===== config.mk =====
export PLATFORM = sky130hd
export DESIGN_NAME = squeeze_output_unit
export DESIGN_NICKNAME = d
export VERILOG_FILES = /design/src/rtl/squeeze_output_unit.sv
export SDC_FILE = /design/constraint.sdc
export NUM_CORES = 1
export LEC_CHECK = 0
export CAP_MARGIN = 30
export CORE_UTILIZATION = 45
export DETAILED_ROUTE_END_ITERATION = 10
export DONT_BUFFER_PORTS = 1
export SYNTH_ARGS = -nofsm -noshare
export SYNTH_HDL_FRONTEND = slang
export SYNTH_SLANG_ARGS = --single-unit

===== constraint.sdc =====
create_clock -name clk -period 6.8 [get_ports clk]
set_input_delay 1.02 -clock clk [delete_from_list [all_inputs] [get_ports clk]]
set_output_delay 1.02 -clock clk [all_outputs]
set_load 0.01 [all_outputs]

===== src/rtl/squeeze_output_unit.sv =====
// SHAKE squeeze stage: streams rate words from the Keccak state, truncates the final word
// and requests permutations at rate-block boundaries. Optional unbounded XOF mode: SQUEEZE_XOF_EN.
module squeeze_output_unit #(
  parameter int W          = 64,
  parameter int RATE_WORDS = 17,
  parameter int LEN_WIDTH  = 32,
  localparam int SEL_W     = $clog2(RATE_WORDS),
  localparam int VB_W      = $clog2(W/8) + 1
) (
  input  logic                 clk,
  input  logic                 rst,
  input  logic                 start,
  input  logic [LEN_WIDTH-1:0] out_len,
  input  logic                 block_valid,
  input  logic [W-1:0]         state_word_in,
  output logic [SEL_W-1:0]     word_sel,
  output logic                 permute_req,
  input  logic                 permute_done,
  input  logic                 stop,
  output logic [W-1:0]         data_out,
  output logic [VB_W-1:0]      valid_bytes,
  output logic                 valid_out,
  input  logic                 ready_in,
  output logic                 last_out,
  output logic                 busy,
  output logic                 done
);

  localparam int BYTES = W / 8;

  typedef enum logic [2:0] {
    S_IDLE,
    S_WAIT_BLK,
    S_EMIT,
    S_PERMUTE,
    S_DONE
  } state_t;

  state_t               state_q, state_d;
  logic [LEN_WIDTH-1:0] remaining_q, rem_next;
  logic [SEL_W-1:0]     word_sel_q;
  logic                 permute_req_q;
  logic                 unbounded, stop_seen;
  logic                 full_word, xfer, at_boundary;
  logic [VB_W-1:0]      n_bytes;

`ifdef SQUEEZE_XOF_EN
  logic unbounded_q, stop_q;

  assign unbounded = unbounded_q;
  assign stop_seen = stop | stop_q;

  // A stop raised while waiting on the state is remembered until the state arrives.
  always_ff @(posedge clk or posedge rst) begin
    if (rst) begin
      unbounded_q <= 1'b0;
      stop_q      <= 1'b0;
    end else if (state_q == S_IDLE) begin
      stop_q <= 1'b0;
      if (start) unbounded_q <= (out_len == '0);
    end else if ((state_q == S_WAIT_BLK || state_q == S_PERMUTE) && stop) begin
      stop_q <= 1'b1;
    end
  end
`else
  logic unused_stop;

  assign unbounded   = 1'b0;
  assign stop_seen   = 1'b0;
  assign unused_stop = stop;
`endif

  assign full_word   = unbounded || (remaining_q >= LEN_WIDTH'(BYTES));
  assign n_bytes     = full_word ? VB_W'(BYTES) : remaining_q[VB_W-1:0];
  assign rem_next    = (remaining_q > LEN_WIDTH'(n_bytes)) ? remaining_q - LEN_WIDTH'(n_bytes) : '0;
  assign xfer        = (state_q == S_EMIT) && ready_in;
  assign at_boundary = (word_sel_q == SEL_W'(RATE_WORDS - 1));

  // NOTE: state_d gets a default before the case so no path leaves it unassigned (no latch).
  always_comb begin
    state_d = state_q;
    unique case (state_q)
      S_IDLE: begin
        if (start) begin
`ifdef SQUEEZE_XOF_EN
          state_d = S_WAIT_BLK;
`else
          state_d = (out_len != '0) ? S_WAIT_BLK : S_DONE;
`endif
        end
      end
      S_WAIT_BLK: begin
        if (block_valid) state_d = stop_seen ? S_DONE : S_EMIT;
      end
      S_EMIT: begin
        if (xfer) begin
          if (!unbounded && rem_next == '0) state_d = S_DONE;
          else if (stop_seen)               state_d = S_DONE;
          else if (at_boundary)             state_d = S_PERMUTE;
        end else if (stop_seen) begin
          state_d = S_DONE;
        end
      end
      S_PERMUTE: begin
        // The cycle that carries permute_req cannot also be its acknowledgement.
        if (permute_done && !permute_req_q) state_d = stop_seen ? S_DONE : S_EMIT;
      end
      S_DONE:  state_d = S_IDLE;
      default: state_d = S_IDLE;
    endcase
  end

  // NOTE: registered state uses non-blocking assignments so every flop samples pre-edge values.
  always_ff @(posedge clk or posedge rst) begin
    if (rst) begin
      state_q       <= S_IDLE;
      remaining_q   <= '0;
      word_sel_q    <= '0;
      permute_req_q <= 1'b0;
    end else begin
      state_q       <= state_d;
      permute_req_q <= (state_q == S_EMIT) && (state_d == S_PERMUTE);
      if (state_q == S_IDLE && start) begin
        remaining_q <= out_len;
        word_sel_q  <= '0;
      end else if (xfer) begin
        if (!unbounded) remaining_q <= rem_next;
        word_sel_q <= (state_d == S_PERMUTE) ? '0 : word_sel_q + SEL_W'(1);
      end
    end
  end

  // Valid bytes sit in the upper lanes; lanes below them are zeroed.
  always_comb begin
    data_out = '0;
    if (state_q == S_EMIT) begin
      for (int i = 0; i < BYTES; i++) begin
        if (i >= BYTES - int'(n_bytes)) data_out[8*i +: 8] = state_word_in[8*i +: 8];
      end
    end
  end

  assign valid_out   = (state_q == S_EMIT);
  assign valid_bytes = valid_out ? n_bytes : '0;
  assign last_out    = valid_out && !unbounded && (remaining_q <= LEN_WIDTH'(BYTES));
  assign word_sel    = word_sel_q;
  assign permute_req = permute_req_q;
  assign busy        = (state_q != S_IDLE);
  assign done        = (state_q == S_DONE);

endmodule


==> results.cfg, run 1 <==
[critical_path]
reg2reg_to = state_q[0]$_DFF_PP0_
r2r_slack_ns = 2.19
critPathMaxFanout = 15
arrival_ns = 3.88
crit_required_ns = 5.78
crit_start = remaining_q[30]$_DFFE_PP0P_
end_kind = output port
r2r_start = remaining_q[30]$_DFFE_PP0P_
r2r_cells = 13
cp-start-kind = register
cp-endpoint = data_out[53]
path_class = reg -> out

[yosys]
ys.warnings.count = 0
yosysUniqueCellTypes = 66
syn_area_sq_um = 3671
syn-num-nets = 577
ys_seq_area_share_pct = 27.95
ys.flop_type = dfrtp_1
synth-edff-count = 0
syn_avg_cell_area_sq_um = 7.844
synthCells = 468
async_flop_share_pct = 100.0
ys_ff_latch = 41

[grt]
grt_pass1_vias = 3302
grt_usage_pct = 26.62
grt.overflow.total = 0
grt_pass1_wl_mm = 17.73
grt_antenna_before_repair = 0
grt_max_degree = 42

[clock_tree]
cts-resized-gates = 0
clock-sinks = 41
ctsHoldBuffers = 0
cts_tree = built
root_buffer = clkbuf_8
cts_setup_buffers = 0
clkTransAtPathRegs_ns = 0.08
clk_path_buf_depth = 2
clock_latency_ns = 0.30
cts_made_buffers = 5
ctsHtreeMaxLevel = 2

[timing]
setup-violations-final = 0
worst_pin_slew_ns = 0.7065
skew_ns = 0.007339
min_period_over_period_pct = 72.10
fin_tns_setup_ns = 0
hold_viol_final = 0
drv_slew = 0
fin_crit_ns = 4.903
timing.slew.headroom_pct = 52.79
rsz0062_at_grt = false
fmax_ghz = 0.2040

[routing]
num_vias = 3583
routedWlPerCell_um = 20.74
drt-initial-drc-count = 266
antenna_left = 0
drcViolationCount = 0
routed_wl_mm = 11.49
first_pass_iters = 7
viasPerCell = 6.468

[final_layout]
final_area_sq_um = 3781
nNetsFinal = 560
diodes = 0
area_growth_pct = 2.999
drive_above_1_share_pct = 7.743
final_util_pct = 48.43

[power]
p_leak_uw = 0.001477
p_sw_uw = 775.7
swShare_pct = 52.97
max-vdd-ir-drop_v = 0.0001556
pwr-share-seq_pct = 35.0
finalPower_uw = 1464
power_density_nw_per_um2 = 387.3
clockPowerShare_pct = 10.7
power.internal_uw = 688.7
power_frac_comb_pct = 54.3

[die]
die_h_um = 92.32
die_x_um = 92.32
start_util_pct = 47.02
row_count = 32
io_pins = 181
die_area_sq_um = 8523
core_sq_um = 7807

[placed_design]
placed_cell_area_sq_um = 3699
globalplace.congestion = 0.9690
place_hpwl_mm = 8.712
io_buffer_count = 0

[job]
drv_cap = 0

[hold_path]
min_path_type = reg -> reg

[outcome]
status = complete, no violations
## flip-flops by register name, indices dropped and copies added (netlist names)
register,count
state_q,3
permute_req,1
word_sel,5
remaining_q,32
## placed cells by master (no fill, tap or decap), types with 3 or more instances in the layout
cell type and n:
nand4_1 7, nand3b_1 3, xor2_1 5, dfrtp_1 41, a21oi_1 18, a22oi_1 8, o311ai_1 3, or3_4 4
and3_1 7, o211ai_1 5, nand3_1 10, a221o_1 6, or4_1 5, nand2_1 60, nor4_4 4, inv_1 12
clkbuf_8 5, xnor2_1 6, inv_2 3, o22ai_1 3, nor4_1 25, o311ai_0 6, ha_1 6, a21o_1 4
and2_1 69, nor3_1 15, and4_1 3, nor2_1 27, or3_1 5, o21ai_1 4, o21ai_0 28
## cell usage after synthesis (2+ instances only)
| library cell | count | area [sq um] |
|---|---|---|
| xnor2_1 | 6 | 52.55 |
| a22oi_1 | 8 | 60.06 |
| buf_6 | 2 | 22.52 |
| o21ai_0 | 28 | 140.1 |
| and4_1 | 3 | 26.28 |
| or4_1 | 5 | 37.54 |
| dfrtp_1 | 41 | 1026 |
| buf_2 | 4 | 20.02 |
| o311ai_0 | 6 | 52.55 |
| or3_1 | 5 | 31.28 |
| o41ai_1 | 2 | 17.52 |
| a221o_1 | 6 | 60.06 |
| or3_4 | 4 | 45.04 |
| xor2_1 | 5 | 43.79 |
| nor2b_1 | 2 | 12.51 |
| nor3b_1 | 2 | 15.01 |
| a21oi_1 | 18 | 90.09 |
| nor4_4 | 4 | 85.08 |
| nand4_1 | 7 | 43.79 |
| nand3b_1 | 3 | 22.52 |
| o311ai_1 | 3 | 26.28 |
| nand2_1 | 60 | 225.2 |
| nor2_1 | 27 | 101.4 |
| or2_1 | 2 | 12.51 |
| and2_1 | 69 | 431.7 |
| and3_1 | 7 | 43.79 |
| o21ai_1 | 4 | 20.02 |
| nor3_1 | 15 | 75.07 |
| o22ai_1 | 3 | 18.77 |
| a31oi_1 | 2 | 12.51 |
| a21o_1 | 4 | 30.03 |
| o211ai_1 | 5 | 37.54 |
| a2111oi_2 | 2 | 30.03 |
| a211oi_1 | 2 | 15.01 |
| nor4_1 | 25 | 156.4 |
| ha_1 | 6 | 75.07 |
| o31ai_1 | 2 | 15.01 |
| inv_2 | 3 | 11.26 |
| nand3_1 | 10 | 50.05 |
| clkbuf_1 | 19 | 71.32 |
| inv_1 | 12 | 45.04 |
## per-layer routing
metal | up-vias | share of wire [%] | track usage, %
met5 | - | 0 | 0
li1 | 1686 | - | -
met2 | 154 | 47 | 41.67
met1 | 1733 | 46 | 38.87
met3 | 10 | 6.4 | 4.351
met4 | 0 | 0.67 | 4.688
## cell families (layout without fill, tap and decap cells)
logic type	after synthesis	in the layout	share of synthesized area (%)
compound gates	108	108	21.03
other cells	1	1	0.1022
flops	41	41	27.95
fa+ha+maj	6	6	2.045
mux	2	2	0.5794
simple gates	257	257	40.70
xor+xnor	11	11	2.624
buf+inv	42	26	4.976
## worst max-delay path: stages (launching register included)
cell and delay [ns]:
dfrtp_1 0.48, nor4_1 0.48, nand4_1 0.43, nor3_4 0.57
nand2_1 0.22, ha_1 0.39, nand3b_1 0.15, nor2_1 0.06
nor2_1 0.10, o22ai_1 0.08, a21oi_1 0.35, and2_1 0.26
## through the flow
| stage | setup slack, ns | cells | hold WS, ns |
|---|---|---|---|
| after global routing | 1.601 | 554 | 0.6127 |
| after CTS | 1.934 | 554 | 0.5599 |
| after floorplan | 2.791 | 468 | 0.4989 |
| after global placement | 2.315 | 545 | 0.5421 |
| final | 1.897 | 554 | 0.5636 |
| after detailed placement | 2.246 | 546 | 0.5453 |
## worst min path at each step
stage	to	depth (start not counted)	from
4_1_cts	remaining_q[31]$_DFFE_PP0P_	2	remaining_q[31]$_DFFE_PP0P_
3_3_place_gp	remaining_q[31]$_DFFE_PP0P_	2	remaining_q[31]$_DFFE_PP0P_
2_1_floorplan	remaining_q[16]$_DFFE_PP0P_	2	remaining_q[16]$_DFFE_PP0P_
5_1_grt	remaining_q[31]$_DFFE_PP0P_	2	remaining_q[31]$_DFFE_PP0P_
6_report	remaining_q[31]$_DFFE_PP0P_	2	remaining_q[31]$_DFFE_PP0P_
3_5_place_dp	remaining_q[31]$_DFFE_PP0P_	2	remaining_q[31]$_DFFE_PP0P_
## power groups by stage
stage	logic [uW]	registers, uW	clock network [uW]
2_1_floorplan	704	417	0
3_3_place_gp	775	507	0
3_5_place_dp	785	509	0
4_1_cts	789	507	162
5_1_grt	877	528	172
6_report	796	512	156
## layout make-up
type                            instances  area, sq um
Fill cell                             777         4026
Timing Repair Buffer                    3        26.28
Inverter                               15        56.30
Sequential cell                        41         1026
Tap cell                              102        127.6
Multi-Input combinational cell        385         2462
Clock inverter                          2        10.01
Clock buffer                            6        72.57
(Power assumes the default switching activity.)
==> inputs of run 2 (changes only) <==
==> constraint.sdc (replaced) <==
create_clock -name clk -period 4.9 [get_ports clk]
set_input_delay 0.735 -clock clk [delete_from_list [all_inputs] [get_ports clk]]
set_output_delay 0.735 -clock clk [all_outputs]
set_load 0.01 [all_outputs]
==> run 2 against run 1 <==
Wire length up 1.9%. Setup slack worse by 1.5 ns. Highest routed layer unchanged. Critical path depth up 1. Critical path type unchanged. Utilization up 0.53 points. Combinational power up 38%. Sequential power up 38%. Sequential share of layout area down 0.29 points. Cell area up 1.1%.
==> results.cfg, run 2 (synthesized netlist as in run 1, its figures left out) <==
[grt]
grt_max_degree = 42
grt_pass1_vias = 3302
grt_antenna_before_repair = 0
grt.overflow.total = 0
grt_pass1_wl_mm = 17.89
grt_usage_pct = 27.24

[timing]
timing.slew.headroom_pct = 54.30
worst_hold_slack_ns = 0.4529
rsz0062_at_grt = false
min_period_over_period_pct = 91.47
worst_pin_slew_ns = 0.6838
fmax_ghz = 0.2231
fin_crit_ns = 4.482
setup-violations-final = 0
drv_slew = 0
hold_viol_final = 0
skew_ns = 0.006763
fin_tns_setup_ns = 0

[clock_tree]
ctsHtreeMaxLevel = 2
cts_setup_buffers = 0
clk_path_buf_depth = 2
cts_made_buffers = 5
clock_latency_ns = 0.31
cts-resized-gates = 0
ctsHoldBuffers = 0
clkTransAtPathRegs_ns = 0.09
cts_tree = built
clock-sinks = 41
root_buffer = clkbuf_8

[final_layout]
area_growth_pct = 4.124
nNetsFinal = 561
diodes = 0
largest_reg_flops = 32
final.fill_count = 796
final_area_sq_um = 3822
regMostFlops = remaining_q
final_common_cell = and2_1
most-common-layout-cells = 69 x and2_1, 60 x nand2_1, 41 x dfrtp_1, 28 x o21ai_0, 27 x nor2_1
drive_above_1_share_pct = 8.168

[routing]
viasPerCell = 6.488
first_pass_iters = 5
num_vias = 3601
routedWlPerCell_um = 21.10
antenna_left = 0
drt-initial-drc-count = 316
routed_wl_mm = 11.71
drcViolationCount = 0

[critical_path]
end_kind = output port
cp-start-kind = register
critPathTopFamily = simple AND/OR/NAND/NOR gates
r2r_start = remaining_q[30]$_DFFE_PP0P_
slowest_delay_ns = 0.47
slowest_stage = dfrtp_1
cp_cell_sequence = nor4_1 > nand4_1 > nor3_4 > buf_4 > nand2_1 > ha_1 > nand3b_1 > nor2_1 > nor2_1 > o22ai_1 > a21oi_1 > and2_1
critPathMaxFanout = 14
path_class = reg -> out
crit_start = remaining_q[30]$_DFFE_PP0P_
arrival_ns = 3.75
crit_top_cell = nor2_1
cp_num_buf_inv = 1
crit_required_ns = 4.16

[power]
max-vdd-ir-drop_v = 0.0002529
p_leak_uw = 0.001494
power_density_nw_per_um2 = 551.0

[die]
core_sq_um = 7807
die_area_sq_um = 8523
die_x_um = 92.32
start_util_pct = 47.02
die_h_um = 92.32
io_pins = 181
row_count = 32

[job]
drv_cap = 0

[placed_design]
io_buffer_count = 0
placed_cell_area_sq_um = 3702
place_hpwl_mm = 8.830
globalplace.congestion = 0.9501

[outcome]
status = complete, no violations

[hold_path]
min_path_type = in -> async
[run 2: path summary, 6_finish.rpt]
kind	endpoint	slack (ns)	depth (start not counted)
max in group asynchronous	remaining_q[27]$_DFFE_PP0P_	4.07	2
setup / recovery	data_out[53]	0.42	12
setup reg to reg	word_sel[2]$_DFFE_PP0P_	0.64	13
hold reg to reg	remaining_q[31]$_DFFE_PP0P_	0.58	2
hold / removal	remaining_q[23]$_DFFE_PP0P_	0.45	2
min in group clk	remaining_q[21]$_DFFE_PP0P_	0.53	1
[run 2: final cells by class]
class | instances | area, sq um | area share, %
Clock buffer | 6 | 82.58 | 2.160
Clock inverter | 2 | 37.54 | 0.9820
Inverter | 15 | 56.30 | 1.473
Multi-Input combinational cell | 385 | 2462 | 64.42
Sequential cell | 41 | 1026 | 26.84
Tap cell | 102 | 127.6 | 3.339
Timing Repair Buffer | 4 | 30.03 | 0.7856
[run 2: power breakdown]
part / internal [uW] / switching, uW / total, uW
registers: 451 / 256 / 707
logic: 405 / 698 / 1100
clock network: 166 / 130 / 296
total: 1020 / 1080 / 2110
[run 2: metrics by stage]
stage	utilization (%)	power (uW)	worst slack, ns	instances
2_1_floorplan	-	1557	0.8965	468
3_3_place_gp	47.32	1781	0.7493	546
3_5_place_dp	47.42	1795	0.7194	547
4_1_cts	48.96	2098	0.4916	555
5_1_grt	48.96	2264	0.1288	555
6_report	48.96	2106	0.4178	555
[run 2: worst register-to-register path: cells and delay by family (launching register included)]
kind / cells / cell delay [ns]
and+or+nand+nor: 8 / 2.61
AOI/OAI and AO/OA: 4 / 0.74
DFF: 1 / 0.47
adders and majority gates: 1 / 0.35
[run 2: metal layers]
| metal | track usage (%) | share of wire, % |
|---|---|---|
| met1 | 38.58 | 45 |
| met5 | 0 | 0 |
| met4 | 5.599 | 1.4 |
| met2 | 42.04 | 45 |
| met3 | 6.650 | 7.7 |
==> variant: new RTL, settings of run 2 <==
Re-encode `state_t` (5 states) as one-hot, 5 bits wide.
--- a/src/rtl/squeeze_output_unit.sv
+++ b/src/rtl/squeeze_output_unit.sv
@@ -28,12 +28,12 @@
 
   localparam int BYTES = W / 8;
 
-  typedef enum logic [2:0] {
-    S_IDLE,
-    S_WAIT_BLK,
-    S_EMIT,
-    S_PERMUTE,
-    S_DONE
+  typedef enum logic [4:0] {
+    S_IDLE     = 5'b00001,
+    S_WAIT_BLK = 5'b00010,
+    S_EMIT     = 5'b00100,
+    S_PERMUTE  = 5'b01000,
+    S_DONE     = 5'b10000
   } state_t;
 
   state_t               state_q, state_d;
Check against the original RTL: same outputs for any inputs over 4 cycles, from zero or initial values and one cycle with rst high; so few cycles prove little.
==> variant against run 2 <==
Non-clock buffer count increased by 7; setup slack worse by 0.10 ns; final area increased by 1.8%; clock power increased by 3%; clock skew rose by 0.00076 ns; wire length is 8.4% higher; via count is 4.5% higher; synthesized area down 0.89%; sequential cell count up 2; total power down 7.9%; global-route usage up 2.7 points; combinational power down 19%; final cell count increased by 4.3%.
==> variant: results (changes against run 2) <==
* Slew @ Worst Pin at 0.888 ns (+0.204 ns)
* Avg WL per Cell at 21.9 um (+3.9%)
* Cell area after placement at 3740 um2 (+1.1%)
* Clk_skew at 0.00753 ns (+0.000763 ns)
* Status: complete, no violations
* Compound-cell area share of the yosys netlist at 0.211 (+0.00119)
* Post-Synth Adder-Cell Area at 0.0206 (+0.000183)
* Crit path to: data_out[33]
* Antenna violations before repair at 6 (+6)
* Top delay family on crit path: simple AND/OR/NAND/NOR gates
* Mux cell area share after synthesis at 0.00275 (-0.00304)
* Dpl ws at 0.568 ns (-0.152 ns)
* Top cells by area, synth: dfrtp_1 29%, and2_1 10%, nand2_1 6.0%
* Final nets at 578 (+3.0%)
* Via-to-Cell Ratio at 6.50 (+0.17%)
* Leak at 1.55 nW (+3.8%)
* PnR worst setup slack at 0.316 ns (-0.102 ns)
* Share of layout cells above drive strength 1 at 0.0766 (-0.00508)
* Critical path's largest stage delay at 0.68 ns (+0.21 ns)
* Net Count, Synth at 586 (+1.6%)
* NetSw at 921 uW (-15%)
* Crit-path slowest cell: or4_1
* Post-synthesis sequential area ratio at 0.296 (+0.0166)
* Dpl cells at 564 (+3.1%)
* Critical path launch point: remaining_q[14]
* Synth cell count leaders: 58 x and2_1, 58 x nand2_1, 42 x dfrtp_1, 42 x nor2_1, 34 x o21ai_0
* Post-Layout Cell Count at 579 (+4.3%)
* Largest net degree at the start of global routing at 44 (+4.8%)
* Clock power frac at 0.157 (+0.016)
* GPL Wtd Cong at 0.913 (-3.9%)
* YS warnings at 0 (unchanged)
* First-pass GRT wire length at 19.4 mm (+8.6%)
* Clock network power at 305 uW (+3%)
* VDD IR max at 200 uV (-21%)
* GRT Resource Usage Total at 0.300 (+0.0271)
* Comb power frac at 0.461 (-0.063)
* CP arrival at 3.85 ns (+0.10 ns)
* Post-Synth XOR/XNOR Area at 0.0193 (-0.00699)
* Final instance area at 3890 um2 (+1.8%)
* Initial detailed-routing violation count at 322 (+1.9%)
* Crit Path Max Fanout at 10 (-4)
* Clk root buf: clkbuf_8
* Hold WS at 0.450 ns (-0.00329 ns)
* Filler cells at 802 (+0.75%)
variant: changes by cell type in the layout (fill, tap and decap cells not counted), sizes merged, moves of 5 or more:
cell and delta:
and2 -11, buf +7, or4 +7, o311ai -7, a221o +6, nand3 +5
nor4 -12, o211ai +5, a22oi -7, nor3 +10, nor2 +16, diode +7
variant: repair_timing:
action,4_1_cts,5_1_grt
endpoints found under the hold margin,0,0
resized for setup,0,1
setup buffers,0,0
endpoints found under the setup margin,0,10
variant: layout make-up:
| type | instances | share of cell area |
|---|---|---|
| multi-input cells | 397 | 0.623 |
| flip-flops and latches | 43 | 0.277 |
| well taps | 102 | 0.0328 |
| clock buffers | 6 | 0.0212 |
| repair buffers | 11 | 0.0212 |
| inverters | 11 | 0.0106 |
| clock inverters | 2 | 0.00996 |
| diodes | 7 | 0.00450 |
variant: routing by layer:
layer | global-route usage | routed length (um)
met5 | 0 | 0
met4 | 0.133 | 516
met3 | 0.0439 | 693
met2 | 0.508 | 6200
met1 | 0.376 | 5290
